### config.mk
export PLATFORM = sky130hd
export DESIGN_NAME = isqrt_seq
export DESIGN_NICKNAME = d
export VERILOG_FILES = /design/src/rtl/isqrt_seq.sv
export SDC_FILE = /design/constraint.sdc
export NUM_CORES = 1
export LEC_CHECK = 0
export ABC_AREA = 1
export BUFFER_PORTS_ARGS = -buffer_cell sky130_fd_sc_hd__buf_2
export CORE_MARGIN = 4
export CORE_UTILIZATION = 40
export CTS_CLUSTER_DIAMETER = 150
export DETAILED_ROUTE_END_ITERATION = 8
export PLACE_DENSITY_LB_ADDON = 0.05
export SYNTH_ARGS = -nofsm -noshare
export SYNTH_HDL_FRONTEND = slang
export SYNTH_SLANG_ARGS = --single-unit
### constraint.sdc
create_clock -name clk -period 4.7 [get_ports clk]
set_input_delay 0.235 -clock clk [delete_from_list [all_inputs] [get_ports clk]]
set_output_delay 0.235 -clock clk [all_outputs]
set_load 0.005 [all_outputs]
### src/rtl/isqrt_seq.sv
// Sequential restoring integer square root: one root bit per clock, valid/ready on both sides.
// Optional `ISQRT_EXACT_FLAG_EN adds a registered perfect-square output "exact".
module isqrt_seq #(
    parameter int BITWIDTH = 32
) (
    input  logic                    clk,
    input  logic                    rst,
    input  logic                    in_valid,
    output logic                    in_ready,
    input  logic [2*BITWIDTH-1:0]   x,
    output logic                    out_valid,
    input  logic                    out_ready,
    output logic [BITWIDTH-1:0]     root,
    output logic [BITWIDTH:0]       rem
`ifdef ISQRT_EXACT_FLAG_EN
    ,
    output logic                    exact
`endif
);

    localparam int CNT_W = (BITWIDTH > 1) ? $clog2(BITWIDTH) : 1;

    typedef enum logic [1:0] {
        IDLE = 2'd0,
        CALC = 2'd1,
        DONE = 2'd2
    } state_t;

    state_t state;
    state_t state_next;

    logic [2*BITWIDTH-1:0] sr;
    logic [BITWIDTH+1:0]   r;
    logic [BITWIDTH-1:0]   root_part;
    logic [CNT_W-1:0]      cnt;

    logic [BITWIDTH+1:0]   r_shift;
    logic [BITWIDTH+1:0]   trial;
    logic                  ge;
    logic [BITWIDTH+1:0]   r_next;
    logic [BITWIDTH-1:0]   root_next;
    logic [2*BITWIDTH-1:0] sr_next;
    logic                  last_iter;

    // One restoring digit step: bring down the next radicand pair and try (root<<2)|1.
    always_comb begin
        r_shift   = {r[BITWIDTH-1:0], sr[2*BITWIDTH-1 -: 2]};
        trial     = {root_part, 2'b01};
        // The top two remainder bits are always zero before a shift; folding them in keeps the compare exact.
        ge        = (r[BITWIDTH+1:BITWIDTH] != 2'b00) || (r_shift >= trial);
        r_next    = ge ? (r_shift - trial) : r_shift;
        root_next = {root_part[BITWIDTH-2:0], ge};
        sr_next   = {sr[2*BITWIDTH-3:0], 2'b00};
        last_iter = (cnt == '0);
    end

    always_ff @(posedge clk) begin
        if (rst) begin
            state <= IDLE;
        end else begin
            state <= state_next;
        end
    end

    always_comb begin
        state_next = state;
        case (state)
            IDLE: if (in_valid)  state_next = CALC;
            CALC: if (last_iter) state_next = DONE;
            DONE: if (out_ready) state_next = IDLE;
            default: state_next = IDLE;
        endcase
    end

    always_comb begin
        in_ready  = 1'b0;
        out_valid = 1'b0;
        case (state)
            IDLE:    in_ready  = 1'b1;
            DONE:    out_valid = 1'b1;
            default: ;
        endcase
    end

    // Datapath: results are captured on the final iteration and held until the next acceptance.
    always_ff @(posedge clk) begin
        if (rst) begin
            sr        <= '0;
            r         <= '0;
            root_part <= '0;
            cnt       <= '0;
            root      <= '0;
            rem       <= '0;
`ifdef ISQRT_EXACT_FLAG_EN
            exact     <= 1'b0;
`endif
        end else begin
            case (state)
                IDLE: begin
                    if (in_valid) begin
                        sr        <= x;
                        r         <= '0;
                        root_part <= '0;
                        cnt       <= CNT_W'(BITWIDTH - 1);
                    end
                end
                CALC: begin
                    sr        <= sr_next;
                    r         <= r_next;
                    root_part <= root_next;
                    if (last_iter) begin
                        root  <= root_next;
                        rem   <= r_next[BITWIDTH:0];
`ifdef ISQRT_EXACT_FLAG_EN
                        exact <= (r_next == '0);
`endif
                    end else begin
                        cnt <= cnt - CNT_W'(1);
                    end
                end
                default: ;
            endcase
        end
    end

endmodule

==> results_dict.tcl <==
set metrics [dict create \
    outcome "complete, no violations" \
    layout_commonest_cell "nand2_1" \
    cts-root-buf "clkbuf_16" \
    stdcell_area_sq_um 13000 \
    period_share_pct 64.5 \
    htree_num_levels 1 \
    worstSetupEndpointType "register" \
    dr.pass1.iters 5 \
    initial_utilization_pct 40.5 \
    critPathKind "register to register" \
    synth_top_family_by_area "simple AND/OR/NAND/NOR gates" \
    setup_viol 0 \
    wl_mm 32.9 \
    synth_fa_ha_area_share_pct 3.99 \
    wl_met1_mm 17.0 \
    globalRouteOverflowTotal 0 \
    peakVddDrop_mv 0.471 \
    hold_path.class "input port to register" \
    final_cell_mix "nand2_1 (544), inv_1 (306), dfxtp_1 (202), a21oi_1 (146), buf_2 (133)" \
    netlist_area_sq_um 11300 \
    clock_latency_ps 530 \
    place_area_sq_um 12200 \
    fin_tns_setup_ps 0 \
    hold_violations 0 \
    die-area_sq_um 31000 \
    rsz0062_at_grt "no" \
    fin_crit_ps 3030 \
    top_layer "met4" \
    grt_pass1_wl_mm 53.2 \
    finClkSkew_ps 18.6 \
    critPathMaxFanout 36 \
    tightest_slew_ps 1070 \
    clock-sinks 202 \
    yosys.area.top_type "dfxtp_1" \
    vias_per_cell 4.77 \
    diodes 0 \
    detail_route.wl_per_cell_um 14.7 \
    pin_count 135 \
    slew_headroom_pct 28.7 \
    clk_pin_slew_worst_paths_ps 60 \
    via_count 10600 \
    synth-seq-cells 202 \
    area_growth_pct 15.2 \
    synth_area_leaders "dfxtp_1 (36%), nand2_1 (18%), inv_1 (10%), a211oi_1 (8.0%), a21oi_1 (6.5%)" \
    routabilityCongestion 0.933 \
    synth-compound-area-share_pct 17.3 \
    grtUsageTotal_pct 20.9 \
    syn_area_per_cell_sq_um 6.48 \
    drv_cap 0 \
    dr_wl_met2_mm 14.0 \
    yosysTopAreaCellShare_pct 35.8 \
    postCtsSetupBuffers 0 \
    met3WireLength_mm 1.45 \
    grt_max_degree 106 \
    report.power.total_mw 9.88 \
    yosysWarningCount 0 \
    yosys-mux-area-fraction_pct 0 \
    yosys.area_share.simple_pct 28.1 \
    grt_pass1_vias 10100 \
    fmax_mhz 330 \
    p_per_area_nw_per_um2 759 \
    startpoint_type "register" \
    core-area_sq_um 27900 \
    std_cell_rows 61 \
    port_buffers 134 \
    grt_antenna_before_repair 0 \
    drtAntennaViolNets 0 \
    final_nets 1939 \
    drive_above_1_share_pct 11.9 \
    drc 0 \
    cp.required_ps 5120 \
    cts_inserted_buffers 23 \
    fin_ws_ps 1670 \
    ys_seq_area_share_pct 35.8 \
    dp_hpwl_mm 24.2 \
    postSynthCellCount 1744 \
    worstPathArrival_ps 3450 \
    synth_nets 1848 \
    initialDrtViolationCount 569 \
    synth_cell_type_count 36 \
    synthXorXnorAreaFrac_pct 1.32 \
    drv_slew 0 \
    cts_buffer_depth 3 \
    die_x_um 176 \
    pre_cts_ws_ps 1680 \
    p_leak_nw 6.21 \
    die_height_um 176 \
    cts_tree "built" \
]
per-layer routing:
metal	vias up	global-route usage [%]
li1	5663	-
met1	4716	31.7
met2	218	32.1
met3	30	2.48
met4	0	3.87
met5	-	0
worst max-delay path, stage by stage, from the launching register on:
cell	delay, ps
dfxtp_1	420
inv_1	70
ha_1	370
nand2_2	140
nor2_1	60
inv_1	100
nor2_2	60
and2_1	190
a21oi_4	690
nand2_8	300
nand2_1	130
nand2_1	160
o21ai_1	160
inv_1	50
stage by stage:
stage / hold slack (ps) / util, % / std cells
3_5_place_dp: 450 / 43.7 / 2183
3_3_place_gp: 448 / 43.7 / 2183
4_1_cts: 10.8 / 46.7 / 2229
6_report: 32.7 / 46.7 / 2229
5_1_grt: 28.6 / 46.7 / 2229
2_1_floorplan: 383 / - / 1744
layout make-up:
| class | instances | area, sq um |
|---|---|---|
| multi-input cells | 1146 | 5730 |
| repair buffers | 150 | 810 |
| clock buffers | 33 | 653 |
| fillers | 2999 | 14800 |
| inverters | 312 | 1170 |
| well taps | 378 | 473 |
| clock inverters | 8 | 130 |
| flip-flops and latches | 202 | 4040 |
synth_stat cells, drive strengths merged:
master / count
nand2: 552
inv: 312
dfxtp: 202
a21oi: 159
nor2: 122
a211oi: 121
clkbuf: 69
nand3: 69
ha: 36
o21ai: 28
buf: 15
xor2: 13
nand3b: 11
nor3: 9
and2: 6
nand4: 6
xnor2: 4
a31oi: 3
o21bai: 3
a311oi: 1
and3: 1
or2: 1
or3: 1
final timing paths:
path	slack, ps	cells after the start	endpoint	startpoint
max	1670	13	rem[26]	root_part[17]
min	30	3	sr[60]	x[60]
max reg2reg	1670	13	rem[26]	root_part[17]
min reg2reg	460	2	root[18]	root[18]
logic make-up after synthesis:
kind of cell,after synthesis
fa+ha+maj,36
compound gates,315
simple gates,778
buf+inv,396
flops,202
xor+xnor,17
flip-flops by register name, indices dropped and copies added (netlist names):
signal and flops:
state 2, cnt 5, root 32, root_part 32, rem 33, sr 64
r 34
report_power, final:
group	total, mW	internal (mW)	switching, mW	leakage (nW)
sequential	2.03	1.91	0.127	1.65
clock	1.87	1.13	0.736	0.387
combinational	5.98	1.76	4.21	4.17
what timing repair did:
item                                   CTS  global route
hold buffers                             5             0
endpoints found under the hold margin    5             0
gates resized for setup                  0             0
(Power assumes the default switching activity.)
